<file path="src/rtl/map_pkg.sv">
// map_pkg: shared constants and the sequencer state type for the tile-map
// collision path.
//   TILE_SZ, MAP_COLS, MAP_ROWS : tile map geometry
//   SCREEN_W, SCREEN_H          : visible pixel area (map extent in pixels)
//   seq_state_t                 : sequencer states
package map_pkg;

  localparam int TILE_SZ  = 16;
  localparam int MAP_COLS = 40;
  localparam int MAP_ROWS = 30;
  localparam int SCREEN_W = MAP_COLS * TILE_SZ;
  localparam int SCREEN_H = MAP_ROWS * TILE_SZ;

  typedef enum logic [2:0] {
    IDLE,
    PROBE0,
    PROBE1,
    PROBE2,
    PROBE3,
    RESP
  } seq_state_t;

endpackage

</file>
<file path="src/rtl/rr_arbiter.sv">
// rr_arbiter: combinational round-robin arbiter.
// Returns a one-hot grant for the first asserted request found when searching
// upward from ptr+1 with wrap-around, so the last winner has lowest priority.
//   req   [NUM_REQ-1:0]          in  request vector
//   ptr   [$clog2(NUM_REQ)-1:0]  in  index of the previous winner
//   grant [NUM_REQ-1:0]          out one-hot grant, all-zero when req == 0
module rr_arbiter #(
  parameter int NUM_REQ = 4
) (
  input  logic [NUM_REQ-1:0]         req,
  input  logic [$clog2(NUM_REQ)-1:0] ptr,
  output logic [NUM_REQ-1:0]         grant
);

  localparam int PW = $clog2(NUM_REQ);

  int             sum;
  logic [PW-1:0]  idx;
  logic           found;

  always_comb begin
    grant = '0;
    found = 1'b0;
    sum   = 0;
    idx   = '0;
    for (int i = 1; i <= NUM_REQ; i++) begin
      sum = int'(ptr) + i;
      if (sum >= NUM_REQ) sum = sum - NUM_REQ;
      idx = PW'(sum);
      if (!found && req[idx]) begin
        grant[idx] = 1'b1;
        found      = 1'b1;
      end
    end
  end

endmodule

</file>
<file path="src/rtl/map_collision_sequencer.sv">
// map_collision_sequencer: shares the single combinational wall-lookup port
// of the tile map between NUM_REQ movers. An accepted request is the top-left
// pixel of a SPRITE_SZ x SPRITE_SZ sprite; the four corners are probed one per
// cycle and the OR of the wall bits is returned to the owner.
//
// Optional feature (macro MAP_QUERY_BOUNDS_EN): corners falling outside the
// screen count as blocked and are probed at the clamped edge coordinate.
//
// Ports:
//   clk, rst_n    clock, asynchronous active-low reset
//   req_valid     per-requester strobe, held until accepted
//   req_x, req_y  packed candidate coordinates (slice i = requester i)
//   req_ready     one-hot grant, only in IDLE
//   resp_valid    one-cycle pulse to the owner of the result
//   resp_blocked  result bit, qualified by resp_valid
//   map_x, map_y  registered probe coordinate to the map
//   map_is_wall   combinational wall bit for (map_x, map_y)
module map_collision_sequencer
  import map_pkg::*;
#(
  parameter int NUM_REQ   = 4,
  parameter int SPRITE_SZ = 16,
  parameter int X_W       = 10,
  parameter int Y_W       = 9
) (
  input  logic                   clk,
  input  logic                   rst_n,
  input  logic [NUM_REQ-1:0]     req_valid,
  input  logic [NUM_REQ*X_W-1:0] req_x,
  input  logic [NUM_REQ*Y_W-1:0] req_y,
  output logic [NUM_REQ-1:0]     req_ready,
  output logic [NUM_REQ-1:0]     resp_valid,
  output logic                   resp_blocked,
  output logic [X_W-1:0]         map_x,
  output logic [Y_W-1:0]         map_y,
  input  logic                   map_is_wall
);

  localparam int             PW      = $clog2(NUM_REQ);
  localparam logic [PW-1:0]  PTR_RST = PW'(NUM_REQ - 1);

  seq_state_t     state_q, state_d;
  logic [PW-1:0]  rr_ptr;
  logic [PW-1:0]  owner;
  logic [X_W-1:0] base_x;
  logic [Y_W-1:0] base_y;
  logic           acc;

  logic [NUM_REQ-1:0] grant;
  logic [PW-1:0]      grant_id;
  logic [X_W-1:0]     sel_x;
  logic [Y_W-1:0]     sel_y;
  logic               accept;
  logic               probing;
  logic               load;
  logic [1:0]         corner_sel;
  logic [X_W-1:0]     src_x;
  logic [Y_W-1:0]     src_y;
  logic [X_W-1:0]     probe_x;
  logic [Y_W-1:0]     probe_y;

  rr_arbiter #(.NUM_REQ(NUM_REQ)) u_arb (
    .req   (req_valid),
    .ptr   (rr_ptr),
    .grant (grant)
  );

  // Owner index and coordinates of the granted requester.
  always_comb begin
    grant_id = '0;
    sel_x    = '0;
    sel_y    = '0;
    for (int i = 0; i < NUM_REQ; i++) begin
      if (grant[i]) begin
        grant_id = PW'(i);
        sel_x    = req_x[i*X_W +: X_W];
        sel_y    = req_y[i*Y_W +: Y_W];
      end
    end
  end

  // Next state, corner to load into the probe registers, and outputs.
  always_comb begin
    state_d      = state_q;
    load         = 1'b0;
    corner_sel   = 2'd0;
    src_x        = base_x;
    src_y        = base_y;
    accept       = 1'b0;
    probing      = 1'b0;
    req_ready    = '0;
    resp_valid   = '0;
    resp_blocked = 1'b0;
    case (state_q)
      IDLE: begin
        req_ready = grant;
        if (|grant) begin
          accept  = 1'b1;
          load    = 1'b1;
          src_x   = sel_x;
          src_y   = sel_y;
          state_d = PROBE0;
        end
      end
      PROBE0: begin
        probing    = 1'b1;
        load       = 1'b1;
        corner_sel = 2'd1;
        state_d    = PROBE1;
      end
      PROBE1: begin
        probing    = 1'b1;
        load       = 1'b1;
        corner_sel = 2'd2;
        state_d    = PROBE2;
      end
      PROBE2: begin
        probing    = 1'b1;
        load       = 1'b1;
        corner_sel = 2'd3;
        state_d    = PROBE3;
      end
      PROBE3: begin
        probing = 1'b1;
        state_d = RESP;
      end
      RESP: begin
        resp_valid[owner] = 1'b1;
        resp_blocked      = acc;
        state_d           = IDLE;
      end
      default: state_d = IDLE;
    endcase
  end

  // Corner coordinate: bit 0 of corner_sel adds the x offset, bit 1 the y offset.
`ifdef MAP_QUERY_BOUNDS_EN
  localparam int              XW1   = X_W + 1;
  localparam int              YW1   = Y_W + 1;
  localparam logic [X_W:0]    OFS_X = XW1'(SPRITE_SZ - 1);
  localparam logic [Y_W:0]    OFS_Y = YW1'(SPRITE_SZ - 1);
  localparam logic [X_W:0]    LIM_X = XW1'(SCREEN_W);
  localparam logic [Y_W:0]    LIM_Y = YW1'(SCREEN_H);
  localparam logic [X_W-1:0]  MAX_X = X_W'(SCREEN_W - 1);
  localparam logic [Y_W-1:0]  MAX_Y = Y_W'(SCREEN_H - 1);

  logic [X_W:0] sum_x;
  logic [Y_W:0] sum_y;
  logic         oob_x, oob_y;
  logic         corner_oob;
  logic         oob_q;

  always_comb begin
    sum_x      = {1'b0, src_x} + (corner_sel[0] ? OFS_X : '0);
    sum_y      = {1'b0, src_y} + (corner_sel[1] ? OFS_Y : '0);
    oob_x      = (sum_x >= LIM_X);
    oob_y      = (sum_y >= LIM_Y);
    corner_oob = oob_x | oob_y;
    probe_x    = oob_x ? MAX_X : sum_x[X_W-1:0];
    probe_y    = oob_y ? MAX_Y : sum_y[Y_W-1:0];
  end
`else
  localparam logic [X_W-1:0] OFS_X = X_W'(SPRITE_SZ - 1);
  localparam logic [Y_W-1:0] OFS_Y = Y_W'(SPRITE_SZ - 1);

  // Carry out of the top bit is dropped: coordinates wrap.
  always_comb begin
    probe_x = src_x + (corner_sel[0] ? OFS_X : '0);
    probe_y = src_y + (corner_sel[1] ? OFS_Y : '0);
  end
`endif

  always_ff @(posedge clk or negedge rst_n) begin
    if (!rst_n) begin
      state_q <= IDLE;
      rr_ptr  <= PTR_RST;
      owner   <= '0;
      base_x  <= '0;
      base_y  <= '0;
      acc     <= 1'b0;
      map_x   <= '0;
      map_y   <= '0;
`ifdef MAP_QUERY_BOUNDS_EN
      oob_q   <= 1'b0;
`endif
    end else begin
      state_q <= state_d;
      if (accept) begin
        owner  <= grant_id;
        rr_ptr <= grant_id;
        base_x <= sel_x;
        base_y <= sel_y;
        acc    <= 1'b0;
      end else if (probing) begin
`ifdef MAP_QUERY_BOUNDS_EN
        acc <= acc | map_is_wall | oob_q;
`else
        acc <= acc | map_is_wall;
`endif
      end
      if (load) begin
        map_x <= probe_x;
        map_y <= probe_y;
`ifdef MAP_QUERY_BOUNDS_EN
        oob_q <= corner_oob;
`endif
      end
    end
  end

endmodule

</file>
<file path="config.mk">
export PLATFORM = sky130hd
export DESIGN_NAME = map_collision_sequencer
export DESIGN_NICKNAME = d
export VERILOG_FILES = /design/src/rtl/map_pkg.sv /design/src/rtl/rr_arbiter.sv /design/src/rtl/map_collision_sequencer.sv
export SDC_FILE = /design/constraint.sdc
export NUM_CORES = 1
export LEC_CHECK = 0
export CAP_MARGIN = 20
export CORE_ASPECT_RATIO = 1.25
export CORE_UTILIZATION = 52
export CTS_CLUSTER_SIZE = 14
export DETAILED_ROUTE_END_ITERATION = 6
export GPL_TIMING_DRIVEN = 0
export PLACE_DENSITY_LB_ADDON = 0.08
export SLEW_MARGIN = 20
export SYNTH_ARGS = -nofsm -noshare
export SYNTH_HDL_FRONTEND = slang
export SYNTH_SLANG_ARGS = --single-unit
</file>
<file path="constraint.sdc">
create_clock -name clk -period 10.8 [get_ports clk]
set_input_delay 2.16 -clock clk [delete_from_list [all_inputs] [get_ports clk]]
set_output_delay 2.16 -clock clk [all_outputs]
set_load 0.005 [all_outputs]
</file>
== Yosys cells after proc, flatten, opt, wreduce, memory -nomap -nowiden ==
Cells that the tools add are included.

* Bits in registers: 46
* Output and inout bits: 28

* Add/subtract/negate cells: 10
* $lt $le $gt $ge: 14
* Equal/unequal tests: 6
* Muxes and demuxes: 58
* Bitwise logic cells: 4
* Reductions and logical operators: 16

{| class="wikitable"
|+ Operator list
! cell !! number
|-
| $mux 10 || 6
|-
| $mux 9 || 6
|-
| $mux 4 || 8
|-
| $mux 1 || 19
|-
| $lt 2x3->1 const B || 5
|-
| $pmux 3 s5 || 1
|-
| $mux 2 || 6
|-
| $or 4x4->4 || 3
|-
| $add 10x4->10 || 1
|-
| $demux 1 s2 || 5
|-
| $ge 2x1->1 const B || 5
|-
| $add 9x4->9 || 1
|-
| $ge 3x3->1 const B || 3
|-
| $bmux 1 s2 || 4
|-
| $logic_and 1x1->1 || 8
|-
| $reduce_or 4->1 || 2
|-
| $sub 2x1->2 const B || 4
|-
| $add 2x2->3 const B || 2
|-
| $eq 3x2->1 const B || 2
|-
| $eq 3x3->1 const B || 2
|-
| $pmux 2 s3 || 1
|-
| $add 2x3->4 const B || 1
|-
| $ge 4x3->1 const B || 1
|-
| $add 2x1->3 const B || 1
|-
| 9 further kinds || 11
|}

== Longest topological paths before layout ==
Gate-level depths: netlist (run 1).

* Depth after elaboration: 22
* Gate-level depth with buffers: 24
* Mapped depth without buffers: 21

== Hierarchy ==
A second synthesis (run 1) with hierarchy kept.

* Cells, all modules: 357
* Area total of the unflattened synthesis: 3289.4 sq um

{| class="wikitable"
|+ By module, submodules not included
! module !! instances !! cells each !! area an instance (sq um)
|-
| map_collision_sequencer || 1 || 319 || 2931.6
|-
| rr_arbiter || 1 || 38 || 357.8
|}

== Worst setup path before layout (run 1) ==
OpenSTA, ideal clock, no wires.

* Path type: input to output
* Start point: input port req_valid[2]
* End point: output port req_ready[2]
* Arrival: 3.921 ns
* Slack: 4.719 ns
* Stages on the path: 7
* Path through: mux4_2 buf_2 a21oi_1 a21o_1 clkbuf_1 buf_1 nor2_1

* Longest elaborated chain between the ends: 13
* Elaborated cells between the ends (all ways): 25
* Those cells by class: 16 x mux; 3 x bitwise; 6 x reduce/logical

{| class="wikitable"
|+ RTL lines
! element !! RTL line !! source
|-
| from (decl) || map_collision_sequencer.sv:28 || <nowiki>input logic [NUM_REQ-1:0] req_valid,</nowiki>
|-
| $bmux 1 s2 || rr_arbiter.sv:30 || <nowiki>if (!found && req[idx]) begin</nowiki>
|-
| $mux 1 (not written as such) || rr_arbiter.sv:30 ||
|-
| $mux 1 || rr_arbiter.sv:30 ||
|-
| $logic_not 1->1 || rr_arbiter.sv:30 ||
|-
| $logic_and 1x1->1 || rr_arbiter.sv:30 ||
|-
| $mux 1 || rr_arbiter.sv:30 ||
|-
| $logic_not 1->1 || rr_arbiter.sv:30 ||
|-
| $logic_and 1x1->1 || rr_arbiter.sv:30 ||
|-
| $mux 1 || rr_arbiter.sv:30 ||
|-
| $logic_not 1->1 || rr_arbiter.sv:30 ||
|-
| $logic_and 1x1->1 || rr_arbiter.sv:30 ||
|-
| $mux 4 * || rr_arbiter.sv:30 ||
|-
| $mux 4 * || map_collision_sequencer.sv:94 || <nowiki>case (state_q)</nowiki>
|-
| to (decl) || map_collision_sequencer.sv:31 || <nowiki>output logic [NUM_REQ-1:0] req_ready,</nowiki>
|}

Mark *: on every way between the ends. The rest lies on a longest branch, timed or not. The select of a mux whose other input is x is not followed.

== Worst setup path after layout (run 1) ==
* Start point: input port req_valid[1]
* End point: output port req_ready[2]

Same word-level chain as after synthesis.

==> impl_metrics.tcl, run 1 <==
set metrics [dict create \
    status "complete, no violations" \
    grt_max_degree 25 \
    first_iter_violations 191 \
    synth_compound_area_frac 0.302 \
    wl_um 11100 \
    clock_sinks 46 \
    initial_core_util 0.543 \
    worst_pin_slew_ns 0.808 \
    die_x_um 76.5 \
    arrival_ns 5.39 \
    synth_ff_type "dfrtp_1" \
    synthTopCellsByCount "dfrtp_1, nand2_1, o21ai_0" \
    port_buffers 110 \
    cts_hold_buf 0 \
    h-tree-depth 2 \
    cts_buffer_depth 2 \
    placed_cells 611 \
    cts_tree "yes" \
    start_kind "primary input" \
    synth-async-reset-ratio 1.00 \
    setup_viol 0 \
    post_cts_buffers 0 \
    cp_common_cell "clkdlybuf4s50_1" \
    max_freq_mhz 132 \
    insertion_delay_ns 0.30 \
    synth-edff-count 0 \
    insertedDiodeCount 0 \
    syn_area_per_cell_um2 8.75 \
    cp_slowest_stage_delay_ns 0.54 \
    root_buffer "clkbuf_8" \
    synth_top_area_cell "dfrtp_1" \
    crit_slowest_cell "mux4_2" \
    worstSetupPathType "in2out" \
    synth_top_family_by_area "compound AO/OA/AOI/OAI gates" \
    postRouteAntennaNets 0 \
    synthAdderAreaFrac 0.0665 \
    fin_crit_ns 7.55 \
    ys_ff_latch 46 \
    syn_area_mm2 0.00361 \
    synthSimpleGateAreaFrac 0.178 \
    met3_wirelength_um 643 \
    grt.overflow.total 0 \
    antenna_found_initial 0 \
    synthTopCellsByArea "dfrtp_1, ha_1, nand2_1" \
    cts_resized 0 \
    fin_crit_sh 0.699 \
    ioPinCount 111 \
    ys_types 63 \
    hold_viol 0 \
    muxShareOfSynthArea 0.0398 \
    synth_warnings 0 \
    layoutNonFillerInstCount 619 \
    crit_chain "clkdlybuf4s50_1 > mux4_2 > buf_2 > a21oi_1 > a21o_1 > clkbuf_1 > buf_1 > nor2_1 > clkdlybuf4s50_1" \
    core-area_mm2 0.00665 \
    drv_slew 0 \
    synth_nets 514 \
    post-dp-hpwl_um 8550 \
    seq_area_frac_synth 0.319 \
    syn_inst 413 \
    wl_met1_um 4540 \
    die_area_mm2 0.00729 \
    via_per_inst 6.00 \
    area_delta_synth_final_pct 36.6 \
    fill_cells 501 \
    firstDrtPassIters 5 \
    nets 632 \
    clk_pin_slew_ns 0.08 \
    synth_top_cell_area_share 0.305 \
    crit_path_end_kind "output port" \
    rsz0062_at_grt "no" \
    hold_class "reg2reg" \
    synth-xor-area-share 0.0339 \
    grtUsageTotal 0.313 \
    clock_skew_ns 0.00662 \
    grt_pass1_vias 3630 \
    required_ns 8.64 \
    dr_total_vias 3713 \
    cp_max_fo 10 \
    wl_per_cell_um 17.9 \
    dr_wl_met2_um 5610 \
    grt_pass1_wl_um 17900 \
    maxCapViolations 0 \
    tns_ns 0 \
    relSlewSlack 0.458 \
    drcViolationCount 0 \
    fp.dieH_um 95.2 \
    cts_buffers 5 \
    top_layer "met4" \
    row_count 33 \
    layout-drive-gt1-share 0.0902 \
    place_congestion 0.901 \
]
[worst paths after layout]
path	start	to	slack, ns	depth (start not counted)
max	req_valid[1]	req_ready[2]	3.25	9
max in group asynchronous	rst_n	rr_ptr[0]$_DFFE_PN1P_	8.35	2
min reg2reg	base_y[3]$_DFFE_PN0P_	base_y[3]$_DFFE_PN0P_	0.48	2
min in group asynchronous	rst_n	base_y[2]$_DFFE_PN0P_	1.86	1
min	base_y[3]$_DFFE_PN0P_	base_y[3]$_DFFE_PN0P_	0.48	2
max reg2reg	rr_ptr[0]$_DFFE_PN1P_	map_y[8]$_DFFE_PN0P_	4.58	20
[layout make-up]
type,count,area (µm²),area share
Buffer,30,145,0.0294
Clock buffer,7,86.3,0.0175
Clock inverter,1,5.00,0.00101
Inverter,19,71.3,0.0144
Multi-Input combinational cell,318,2240,0.454
Sequential cell,46,1150,0.234
Tap cell,87,109,0.0221
Timing Repair Buffer,111,1120,0.228
[through the flow]
stage | util | area, µm² | hold WS (ns) | worst slack (ns)
floorplan | - | 3610 | 0.439 | 4.72
global placement | 0.725 | 4820 | 0.453 | 3.40
detailed placement | 0.729 | 4840 | 0.461 | 3.25
CTS | 0.743 | 4940 | 0.481 | 3.31
global route | 0.743 | 4940 | 0.493 | 3.15
finish | 0.743 | 4940 | 0.480 | 3.25
[sequential cells by signal, summed over array words and instances (netlist names)]
| register | flops |
|---|---|
| state_q | 3 |
| owner | 2 |
| rr_ptr | 2 |
| base_y | 9 |
| acc | 1 |
| map_y | 9 |
| base_x | 10 |
| map_x | 10 |
[kinds of logic after synthesis]
kind of cell,after synthesis
AOI/OAI and AO/OA,147
buffers and inverters,49
xor gates and xnor gates,14
muxes,9
adders and majority gates,18
and+or+nand+nor,130
DFF,46
[routing by layer]
metal / global-route usage / vias to the layer above
met5: 0 / -
met4: 0.103 / 0
met3: 0.0335 / 25
met2: 0.580 / 152
met1: 0.381 / 1765
li1: - / 1771
[critical path: cells and delay by family]
| family | cells | cell delay, ns |
|---|---|---|
| buf+inv | 5 | 2.06 |
| mux | 1 | 0.54 |
| compound gates | 2 | 0.51 |
| simple gates | 1 | 0.12 |
[placed cells by master, fill, tap and decap left out, types with 5 or more instances in the layout]
cell type        Yosys  final
a211oi_1            11     11
a21o_1              14     14
a21oi_1             22     22
a221oi_1             8      8
a311oi_1             8      8
a31oi_1              6      6
and2_1               5      5
buf_2                8      9
clkbuf_1            17     18
clkbuf_8             0      6
clkdlybuf4s50_1      0    109
dfrtp_1             44     44
ha_1                16     16
inv_1               19     19
nand2_1             44     44
nand2b_1             5      5
nand3_1             12     12
nor2_1              30     30
nor2b_1              8      8
nor3_1               9      9
o21ai_0             32     32
o221ai_1            10     10
xnor2_1             11     11
Power of run 1 is left out: the tool's default activity adds up to more than one toggle a clock period on the data nets, which glitch-free logic cannot reach.
==> run 2: changes to the inputs <==
--- a/config.mk
+++ b/config.mk
@@ -7,7 +7,7 @@
 export LEC_CHECK = 0
 export CAP_MARGIN = 20
 export CORE_ASPECT_RATIO = 1.25
-export CORE_UTILIZATION = 52
+export CORE_UTILIZATION = 48
 export CTS_CLUSTER_SIZE = 14
 export DETAILED_ROUTE_END_ITERATION = 6
 export GPL_TIMING_DRIVEN = 0
==> constraint.sdc (replaced) <==
create_clock -name clk -period 6.96 [get_ports clk]
set_input_delay 1.392 -clock clk [delete_from_list [all_inputs] [get_ports clk]]
set_output_delay 1.392 -clock clk [all_outputs]
set_load 0.005 [all_outputs]
==> impl_metrics.tcl, run 2 (synthesis results as in run 1) <==
set metrics [dict create \
    die_area_mm2 0.00788 \
    met3_usage 0.0407 \
    clock_skew_ns 0.00733 \
    hold_viol 0 \
    cts_tree "yes" \
    ioPinCount 111 \
    postRouteAntennaNets 0 \
    dr_total_vias 3727 \
    relSlewSlack 0.514 \
    hp-start "map_x[0]$_DFFE_PN0P_" \
    fp.dieH_um 99.0 \
    r2r-start "rr_ptr[0]$_DFFE_PN1P_" \
    min_path_cells 2 \
    cts_hold_buf 0 \
    insertedDiodeCount 0 \
    crit_slowest_cell "nor3_2" \
    port_buffers 110 \
    worst_pin_slew_ns 0.724 \
    post_cts_buffers 0 \
    first_iter_violations 302 \
    clock_sinks 46 \
    final_cell_mix "clkdlybuf4s50_1, nand2_1, dfrtp_1" \
    setup_ws_ns 0.590 \
    required_ns 7.15 \
    cts_resized 0 \
    fin_crit_ns 6.37 \
    wl_per_cell_um 17.7 \
    place_congestion 0.859 \
    grt_pass1_wl_um 18100 \
    arrival_ns 6.56 \
    cts_buffer_depth 2 \
    h-tree-depth 2 \
    area_delta_synth_final_pct 36.7 \
    worst-r2r-setup-slack_ns 0.94 \
    layout-drive-gt1-share 0.0902 \
    busiest_layer "met2" \
    fin_crit_sh 0.915 \
    status "complete, no violations" \
    cp_slowest_stage_delay_ns 0.58 \
    antenna_found_initial 0 \
    start_kind "primary input" \
    post-dp-hpwl_um 8840 \
    min_to "map_x[0]$_DFFE_PN0P_" \
    grt.met2_usage 0.533 \
    crit_path_end_kind "flip-flop" \
    pre_cts_ws_ns 0.286 \
    die_x_um 79.6 \
    maxCapViolations 0 \
    reg_top3 "base_x: 10 flops, map_x: 10 flops" \
    clk_pin_slew_ns 0.09 \
    r2r_end "map_x[8]$_DFFE_PN0P_" \
    gr-usage-met1 0.357 \
    hold_class "reg2reg" \
    max_freq_mhz 157 \
    initial_core_util 0.494 \
    insertion_delay_ns 0.30 \
    drcViolationCount 0 \
    firstDrtPassIters 5 \
    nets 632 \
    root_buffer "clkbuf_8" \
    grt.overflow.total 0 \
    grtUsageTotal 0.297 \
    worstSetupPathType "in2reg" \
    tns_ns 0 \
    core-area_mm2 0.00731 \
    cts_buffers 5 \
    setup_viol 0 \
    row_count 35 \
    rsz0062_at_grt "no" \
    via_per_inst 5.97 \
    reg2regPathDepth 22 \
    wl_um 11100 \
    cp_max_fo 10 \
    layoutNonFillerInstCount 624 \
    grt_max_degree 29 \
    crit_chain "clkdlybuf4s50_1 > mux4_2 > a221oi_1 > o31ai_2 > a211o_1 > nor3_2 > nand2b_1 > clkbuf_1 > nand2_1 > o21ai_0 > ha_1 > inv_1 > fa_1 > nor2b_1 > o21ai_0 > nand2b_1 > o221ai_1 > nor4_1 > xnor2_1 > o21ai_1" \
    grt_pass1_vias 3840 \
    placed_cells 616 \
    drv_slew 0 \
    layout_commonest_cell "clkdlybuf4s50_1" \
]
==> run 2: cell types whose count changed in the layout (fill, tap and decap cells not counted), sizes merged <==
cell,change
clkinv,-1
inv,+1
==> run 2: stage by stage <==
step	utilization	hold slack [ns]	cell area (µm²)
finish	0.675	0.476	4940
global placement	0.660	0.451	4830
CTS	0.675	0.483	4940
detailed placement	0.662	0.462	4840
global route	0.675	0.506	4940
floorplan	-	0.439	3610
==> run 2: how the worst max path moves through the flow <==
stage | start | end | slack [ns] | depth (start not counted)
final | req_valid[1] | map_x[8]$_DFFE_PN0P_ | 0.59 | 20
after global routing | req_valid[1] | map_x[8]$_DFFE_PN0P_ | 0.21 | 20
after CTS | req_valid[1] | map_x[8]$_DFFE_PN0P_ | 0.61 | 20
after detailed placement | req_valid[1] | map_x[8]$_DFFE_PN0P_ | 0.29 | 20
after global placement | req_valid[0] | map_x[8]$_DFFE_PN0P_ | 0.36 | 20
after floorplan | req_valid[2] | map_x[8]$_DFFE_PN0P_ | 1.69 | 20
==> run 2: layout make-up <==
type | count | area (µm²)
fillers | 616 | 2370
multi-input cells | 318 | 2240
flip-flops and latches | 46 | 1150
repair buffers | 111 | 1120
plain buffers | 30 | 145
well taps | 92 | 115
clock buffers | 7 | 86.3
inverters | 19 | 71.3
clock inverters | 1 | 8.76
==> run 2: critical path: cells and delay by family <==
kind | cells | cell delay (ns)
simple gates | 6 | 1.56
compound gates | 7 | 1.32
xor+xnor | 1 | 0.18
buf+inv | 3 | 0.87
mux | 1 | 0.57
fa+ha+maj | 2 | 0.63
==> run 2: per-layer routing <==
metal	routed length (µm)	part of all wire	vias to the layer above
li1	-	-	1778
met1	4410	0.40	1777
met2	5810	0.53	138
met3	474	0.043	34
met4	365	0.033	0
met5	0	0	-
Power of run 2 is left out for the same reason.
